**config.mk**
```make
export PLATFORM = sky130hd
export DESIGN_NAME = seg7_scan_driver_flat
export DESIGN_NICKNAME = d
export VERILOG_FILES = /design/src/rtl/seg7_pkg.sv /design/src/rtl/seg7_scan_driver_if.sv /design/src/rtl/hex_to_seg7.sv /design/src/rtl/seg7_scan_driver.sv /design/src/flat_wrapper.sv
export SDC_FILE = /design/constraint.sdc
export NUM_CORES = 1
export LEC_CHECK = 0
export ABC_AREA = 1
export ABC_CLOCK_PERIOD_IN_PS = 1600
export BUFFER_PORTS_ARGS = -buffer_cell sky130_fd_sc_hd__buf_4
export CAP_MARGIN = 20
export CELL_PAD_IN_SITES_DETAIL_PLACEMENT = 0
export CELL_PAD_IN_SITES_GLOBAL_PLACEMENT = 1
export CORE_AREA = 5 5 126 128
export DETAILED_ROUTE_END_ITERATION = 12
export DIE_AREA = 0 0 131 133
export PLACE_DENSITY = 0.62
export SYNTH_ARGS = -nofsm -noshare
export SYNTH_HDL_FRONTEND = slang
export SYNTH_SLANG_ARGS = --single-unit
```
**constraint.sdc**
```tcl
create_clock -name clk -period 1.6 [get_ports clk]
set_clock_uncertainty 0.15 [all_clocks]
set_input_delay 0.08 -clock clk [delete_from_list [all_inputs] [get_ports clk]]
set_output_delay 0.08 -clock clk [all_outputs]
set_load 0.05 [all_outputs]
```
**src/rtl/seg7_pkg.sv**
```systemverilog
// rtl/seg7_pkg.sv - shared constants, types and decode table for the 7-segment scan driver
package seg7_pkg;

    localparam logic [6:0] SEG_BLANK = 7'h7F;
    localparam logic [3:0] AN_OFF    = 4'hF;

    typedef logic [1:0] digit_idx_t;

    // Active-low g..a patterns, entry 15 first so that SEG_DECODE[n] is the glyph for n.
    localparam logic [15:0][6:0] SEG_DECODE = {
        7'h0E, 7'h06, 7'h21, 7'h46,
        7'h03, 7'h08, 7'h10, 7'h00,
        7'h78, 7'h02, 7'h12, 7'h19,
        7'h30, 7'h24, 7'h79, 7'h40
    };

    // Digit k (k = 3..1) blanks when it and every more-significant nibble are zero.
    function automatic logic [3:0] lz_blank_mask(input logic [15:0] value);
        logic [3:0] mask;
        mask[3] = (value[15:12] == 4'h0);
        mask[2] = mask[3] && (value[11:8] == 4'h0);
        mask[1] = mask[2] && (value[7:4] == 4'h0);
        mask[0] = 1'b0;
        return mask;
    endfunction

endpackage

```
**src/rtl/seg7_scan_driver_if.sv**
```systemverilog
// rtl/seg7_scan_driver_if.sv - load/data bus and display outputs of the scan driver
interface seg7_scan_driver_if;

    logic        load;
    logic [15:0] data_in;
    logic [3:0]  dig_en;
    logic [6:0]  seg;
    logic [3:0]  an;
    logic        frame_done;

    modport master (
        output load,
        output data_in,
        output dig_en,
        input  seg,
        input  an,
        input  frame_done
    );

    modport slave (
        input  load,
        input  data_in,
        input  dig_en,
        output seg,
        output an,
        output frame_done
    );

endinterface

```
**src/rtl/hex_to_seg7.sv**
```systemverilog
// rtl/hex_to_seg7.sv - combinational nibble to active-low g..a segment pattern
module hex_to_seg7
    import seg7_pkg::*;
(
    input  logic [3:0] i_nibble,
    output logic [6:0] o_seg
);

    assign o_seg = SEG_DECODE[i_nibble];

endmodule

```
**src/rtl/seg7_scan_driver.sv**
```systemverilog
// rtl/seg7_scan_driver.sv - 4-digit common-anode scan driver with frame-aligned updates
// Optional leading-zero blanking is enabled by defining SEG7_LZ_BLANK_EN.
module seg7_scan_driver
    import seg7_pkg::*;
#(
    parameter int DIV   = 100000,
    parameter int GUARD = 16
)
(
    input  logic                clk,
    input  logic                rst_n,
    seg7_scan_driver_if.slave   io_bus
);

    localparam int TW = (DIV > 1) ? $clog2(DIV) : 1;
    localparam logic [TW-1:0] TICK_LAST = TW'(DIV - 1);
    localparam logic [TW-1:0] GUARD_T   = TW'(GUARD);

    logic [TW-1:0] r_tick;
    digit_idx_t    r_idx;
    logic          r_pend;
    logic [15:0]   r_pend_data;
    logic [3:0]    r_pend_en;
    logic [15:0]   r_disp_data;
    logic [3:0]    r_disp_en;
    logic [6:0]    r_seg;
    logic [3:0]    r_an;
    logic          r_frame_done;

    logic          w_slot_end;
    logic          w_boundary;
    logic          w_in_guard;
    logic [3:0]    w_lz_blank;
    logic [3:0]    w_nibble;
    logic [6:0]    w_dec_seg;
    logic          w_show;

    assign w_slot_end = (r_tick == TICK_LAST);
    assign w_boundary = w_slot_end && (r_idx == 2'd3);
    assign w_in_guard = (r_tick < GUARD_T);

`ifdef SEG7_LZ_BLANK_EN
    assign w_lz_blank = lz_blank_mask(r_disp_data);
`else
    assign w_lz_blank = 4'b0000;
`endif

    assign w_nibble = r_disp_data[{r_idx, 2'b00} +: 4];

    hex_to_seg7 u_hex_to_seg7 (
        .i_nibble (w_nibble),
        .o_seg    (w_dec_seg)
    );

    assign w_show = !w_in_guard && r_disp_en[r_idx] && !w_lz_blank[r_idx];

    always_ff @(posedge clk or negedge rst_n) begin
        if (!rst_n) begin
            r_tick       <= '0;
            r_idx        <= '0;
            r_pend       <= 1'b0;
            r_pend_data  <= '0;
            r_pend_en    <= '0;
            r_disp_data  <= '0;
            r_disp_en    <= '0;
            r_seg        <= SEG_BLANK;
            r_an         <= AN_OFF;
            r_frame_done <= 1'b0;
        end else begin
            if (w_slot_end) begin
                r_tick <= '0;
                r_idx  <= r_idx + 2'd1;
            end else begin
                r_tick <= r_tick + 1'b1;
            end

            // The copy sees pre-edge pending contents, so a load on the boundary waits a frame.
            if (w_boundary && r_pend) begin
                r_disp_data <= r_pend_data;
                r_disp_en   <= r_pend_en;
            end

            if (io_bus.load) begin
                r_pend_data <= io_bus.data_in;
                r_pend_en   <= io_bus.dig_en;
                r_pend      <= 1'b1;
            end else if (w_boundary) begin
                r_pend      <= 1'b0;
            end

            r_frame_done <= w_boundary;

            if (w_show) begin
                r_an  <= ~(4'b0001 << r_idx);
                r_seg <= w_dec_seg;
            end else begin
                r_an  <= AN_OFF;
                r_seg <= SEG_BLANK;
            end
        end
    end

    assign io_bus.seg        = r_seg;
    assign io_bus.an         = r_an;
    assign io_bus.frame_done = r_frame_done;

endmodule

```
**src/flat_wrapper.sv**
```systemverilog
// flat-port wrapper written by rule: the top's interface ports become plain ports
module seg7_scan_driver_flat import seg7_pkg::*;
#(
    parameter int DIV   = 100000,
    parameter int GUARD = 16
)
  (clk, rst_n, io_bus_load, io_bus_data_in, io_bus_dig_en, io_bus_seg, io_bus_an, io_bus_frame_done);
  seg7_scan_driver_if io_bus_i ();
  input  logic clk;
  input  logic rst_n;
  input wire logic [$bits(io_bus_i.load)-1:0] io_bus_load;
  input wire logic [$bits(io_bus_i.data_in)-1:0] io_bus_data_in;
  input wire logic [$bits(io_bus_i.dig_en)-1:0] io_bus_dig_en;
  output wire logic [$bits(io_bus_i.seg)-1:0] io_bus_seg;
  output wire logic [$bits(io_bus_i.an)-1:0] io_bus_an;
  output wire logic [$bits(io_bus_i.frame_done)-1:0] io_bus_frame_done;
  assign io_bus_i.load = io_bus_load;
  assign io_bus_i.data_in = io_bus_data_in;
  assign io_bus_i.dig_en = io_bus_dig_en;
  assign io_bus_seg = io_bus_i.seg;
  assign io_bus_an = io_bus_i.an;
  assign io_bus_frame_done = io_bus_i.frame_done;
  seg7_scan_driver #(.DIV(DIV), .GUARD(GUARD)) u_core (.clk(clk), .rst_n(rst_n), .io_bus(io_bus_i));
endmodule
```
# ---- Word level (Yosys, flattened, before mapping)
# Memories as Yosys holds them, arrays and structs flattened.
# Cells that the tools add are included.
dict set report classes {
  muxes 10
  n_div 0
  mul 0
  n_lt_le_gt_ge 3
  bitwise 1
  n_reduce_logical 7
  n_shift 2
  n_eq_ne 2
  addsub 2
}
# cell n
set ops {}
lappend ops {{17-bit by 1-bit adder with 17-bit output (second input constant)} 1}
lappend ops {{17-bit equality test (second input constant)} 1}
lappend ops {{17-bit by 5-bit < comparator with 1-bit output (second input constant)} 1}
lappend ops {{17-bit 2-to-1 mux} 1}
lappend ops {{16-bit by 5-bit variable part select with 4-bit output} 1}
lappend ops {{7-bit 2-to-1 mux} 2}
lappend ops {{4-bit by 5-bit < comparator with 1-bit output (second input constant)} 1}
lappend ops {{1-bit binary-select mux with 2-bit select} 2}
lappend ops {{1-bit logical AND} 4}
lappend ops {{1-bit 2-to-1 mux} 4}
lappend ops {{4-bit 2-to-1 mux} 1}
lappend ops {{4-bit inverter} 1}
lappend ops {{1-bit by 2-bit << shifter with 4-bit output (first input constant)} 1}
lappend ops {{2-bit by 3-bit < comparator with 1-bit output (second input constant)} 1}
lappend ops {{2-bit by 1-bit adder with 2-bit output (second input constant)} 1}
lappend ops {{2-bit equality test (second input constant)} 1}
lappend ops {{1-bit zero test} 2}
lappend ops {{2-bit nonzero test} 1}
dict set report totals {
  n_memories 1
  ram_bits 0
  reg_bits 72
  mem_bits_ro 112
  word_cells 38
  latchBits 0
}
# memory words word_bits read_ports rd_ports_with_merged_regs write_ports line
set memory_table {}
lappend memory_table {{(name not given)} 16 7 1 0 0 hex_to_seg7.sv:9} ;# assign o_seg = SEG_DECODE[i_nibble];

# ---- Logic depth before layout (Yosys ltp)
dict set report depth {
  word_depth 5
  depth_mapped 11
}

# ---- Modules after synthesis
# From an unflattened synthesis, not the netlist that was laid out.
dict set report unflattened {
  cells_unflattened 430
  hier_area_um2 3539.6
}
# module area_each_um2 cells_each n_inst
set modules_own_cells {}
lappend modules_own_cells {seg7_scan_driver 3265.6 381 1}
lappend modules_own_cells {hex_to_seg7 274.0 49 1}

# ---- Worst setup path before layout
# No wires, ideal clock.
dict set report synth_timing {
  kind {register to register}
  from {register u_core.r_idx[0]}
  to {register u_core.r_seg[5], in the netlist u_core.io_bus.seg[5]}
  setup_ns 0.086
  stages_incl_launch_ff 11
  slack_ns -0.072
  t_required_ns 1.364
  synth_period_minus_slack_ns 1.672
  arrival_ns 1.436
  path_cell_list {dfrtp_1 buf_2 nand2_1 nand3_1 nand2_1 inv_1 ha_1 nand3_1 nand2_1 nand2_1 nand3_1}
}
dict set report synth_via {
  elab_chain_cells 5
}
# item line
set synth_rtl {}
lappend synth_rtl {{from (decl)} seg7_scan_driver.sv:20} ;# digit_idx_t r_idx;
lappend synth_rtl {{from (signal assigned)} seg7_scan_driver.sv:72} ;# r_idx <= r_idx + 2'd1;
lappend synth_rtl {{parallel branches: the longest is 4 deep, another holds memory read 16 x 7 bit} -}
lappend synth_rtl {{7-bit 2-to-1 mux *} seg7_scan_driver.sv:93} ;# if (w_show) begin
lappend synth_rtl {{to (signal assigned)} seg7_scan_driver.sv:95} ;# r_seg <= w_dec_seg;
lappend synth_rtl {{to (decl)} seg7_scan_driver.sv:26} ;# logic [6:0] r_seg;
# Every way passes the cells marked *. The select of a mux whose other input is x is not followed.
# A chain may end at the register's enable or synchronous reset.

# ---- Worst setup path after layout
dict set report layout_timing {
  from {register u_core.r_idx[0]}
  to {register u_core.r_seg[3], in the netlist u_core.io_bus.seg[3]}
}
# The elaborated chain is that of the path after synthesis.

==> out/summary.txt <==
TritonCTS clock tree -> built
Top-area cell type share of the netlist area -> 0.4270
Clock Tree Root -> clkbuf_16
H-tree depth -> 3
Final worst path period share -> 1.014
CP Data Required Time -> 1.71 ns
Final Hold Violating Endpoints -> 0
Slew at the pin with the worst max-slew slack -> 0.5845 ns
HPWL Detailed -> 5.981 mm
P&R area growth vs syn -> 54.01%
Pwr per Cell Area -> 734.3 nW/µm²
Worst rel slew slack -> 0.6099
Die Span Y -> 133 µm
CP dominant cell by count -> nand3_1
Crit path DAT -> 1.73 ns
Outcome -> finished with violations
Max Clk Rate -> 616.3 MHz
Startpoint types -> flip-flop
Failing checks -> negative setup slack
Max Slew Vio Count -> 0
Diode count -> 0
DR DRC count -> 0
Ys Warns -> 0
Die ar. -> 17,420 µm²
Post-Route WL -> 8.905 mm
Starting DRT DRC Count -> 158
GRT Util Overall -> 0.1034
CTS buffer count -> 9
Initial Util -> 0.2423
Drt pass-1 iters -> 6
Vias per inst -> 4.213
Synth Instances -> 428
Gp weighted congestion -> 0.8327
Antenna Nets Post-Route -> 0
Worst r2r dst -> u_core.io_bus.seg[3]
I/O Buffers -> 34
Max cap viols -> 0
P_leak -> 2.689 nW
Worst-Skew Late Latency -> 0.33 ns
DR vias -> 3,139
Width of the die -> 131 µm
Total grt overflow -> 0
Hold Worst Slack -> 0.06076 ns
Pin count of the biggest net entering global routing -> 40
Ratio of cells with drive above 1 in the final layout -> 0.3465
Worst r2r src -> u_core.r_idx[0]
Vias in the first global route -> 3,129
Flops & latches, synth -> 72
Post-DR wirelength/cell -> 11.95 µm
Most frequent cells after synthesis -> 175 x nand2_1, 61 x dfrtp_1, 38 x nand3_1
Post-synth EDFFs -> 0
Placed insts -> 668
Worst Reg-to-Reg Cells -> 8
Synth cell types -> 29
Flop-to-flop setup slack -> -0.02 ns
Worst-path cell chain -> inv_2, nand2_1, nand3_4, nand2_8, ha_4, nand3_1, nand3_1, nand3_1
Endpoint type of the worst setup path -> flip-flop
Pwr Total -> 4.042 mW
Critical path fanouts, max -> 6
Seq/Total Area, Yosys -> 0.5079
First-pass GRT wire length -> 14.61 mm
Synthesized area per cell -> 8.352 µm²
Number of I/O pins -> 35
Syn_nets -> 462
Most common cell in the netlist -> nand2_1
Clock transition at path regs -> 0.06 ns
Worst path max stage delay -> 0.42 ns
Ys async rst share -> 1.000
VDD IR-drop max -> 0.4633 mV
Hold WC Path Type -> primary input to asynchronous set/reset pin
Maximum clock path buffer count -> 2
Setup WS post-layout -> -0.02261 ns
Final nets -> 586
Slowest-stage cell, CP -> dfrtp_1
Ys flop type -> dfrtp_1
RSZ-0062 raised after global routing -> true
Yosys top cell by area -> dfrtp_1
Critical path class -> flip-flop to flip-flop
Top post-synthesis cells by area -> dfrtp_1 43%, nand2_1 18%, dfstp_2 8.1%, nand3_1 5.3%, ha_1 3.9%
Core Util, Final -> 0.3732
Final Setup Violations -> 1
Std-Cell Core Area -> 14,750 µm²
Min cycle time layout -> 1.623 ns
Num Clock Sinks -> 72
Initial antenna violation count -> 0
Site Rows -> 45
Fin cells -> 745
Synth Cell Area -> 3575 µm²
stage by stage:
step / setup TNS (ns) / setup slack (ns) / instance area (µm²)
after floorplan: 0 / 0.004483 / 3598
after global placement: -0.1337 / -0.05384 / 4283
after detailed placement: -0.2025 / -0.05781 / 4283
after CTS: -0.05210 / -0.009388 / 5074
after global routing: -2.864 / -0.1396 / 5505
final: -0.02261 / -0.02261 / 5505
final cells by class:
| class | count | area (µm²) |
|---|---|---|
| fillers | 1517 | 9246 |
| multi-input cells | 311 | 1892 |
| repair buffers | 126 | 1140 |
| flip-flops and latches | 72 | 1817 |
| clock inverters | 6 | 51.30 |
| inverters | 32 | 131.4 |
| clock buffers | 10 | 239.0 |
| well taps | 188 | 235.2 |
power breakdown:
part	leakage, nW	switching (mW)	internal [mW]
combinational	1.64	0.0944	0.125
sequential	0.911	0.0249	1.87
clock	0.140	0.820	1.11
total	2.69	0.939	3.10
sequential cells by signal (all words and copies together), names as in the netlist:
| signal | count |
|---|---|
| u_core.r_tick | 17 |
| u_core.r_disp_data | 16 |
| u_core.r_pend_data | 16 |
| u_core.io_bus.seg | 7 |
| u_core.io_bus.an | 4 |
| u_core.r_disp_en | 4 |
| u_core.r_pend_en | 4 |
| u_core.r_idx | 2 |
| u_core.io_bus.frame_done | 1 |
| u_core.r_pend | 1 |
worst max-delay path: cells and delay by family (launching register included):
family / cells / cell delay (ns)
buffers and inverters: 1 / 0.13
flip-flops: 1 / 0.42
adder cells (fa/ha/maj): 1 / 0.28
AND/OR/NAND/NOR: 6 / 0.56
metal layers:
| layer | up-vias | track usage | part of all wire |
|---|---|---|---|
| li1 | 1616 | - | - |
| met1 | 1450 | 0.1398 | 0.47 |
| met5 | - | 0 | 0 |
| met4 | 0 | 0.03714 | 0.018 |
| met3 | 15 | 0.02503 | 0.042 |
| met2 | 58 | 0.1600 | 0.47 |
cells in the final DEF (no fill, tap or decap), types with 7 or more instances in the layout:
master / count
buf_4: 71
buf_6: 9
clkbuf_16: 9
dfrtp_1: 60
dfstp_2: 11
dlygate4sd3_1: 41
inv_1: 22
nand2_1: 153
nand2_2: 19
nand2_4: 8
nand3_1: 25
nand3_2: 10
nand3_4: 7
nand4_1: 22
nor2_1: 18
worst max path at each step:
stage / from / end / slack (ns) / cells past startpoint
6_report: u_core.r_idx[0] / u_core.io_bus.seg[3] / -0.02 / 8
5_1_grt: u_core.r_idx[0] / u_core.io_bus.seg[3] / -0.14 / 8
4_1_cts: u_core.r_tick[0] / u_core.r_disp_en[1] / -0.009 / 9
3_5_place_dp: u_core.r_idx[0] / u_core.io_bus.seg[5] / -0.06 / 10
3_3_place_gp: u_core.r_idx[0] / u_core.io_bus.seg[3] / -0.05 / 10
2_1_floorplan: u_core.r_idx[0] / u_core.io_bus.seg[3] / 0.004 / 9
cell families after synthesis:
kind of cell    synth area share
mux                     0.002800
xor+xnor                 0.01470
fa+ha+maj                0.03850
simple gates              0.3605
flops                     0.5079
compound gates           0.01505
buf+inv                  0.06055
timing repair:
item	CTS	global route
gates resized for setup	14	78
endpoints found under the hold margin	81	0
pin swaps	5	20
cloned	0	3
endpoints found under the setup margin	19	43
setup buffers	3	14
hold buffers	41	0
(Power assumes the default switching activity.)
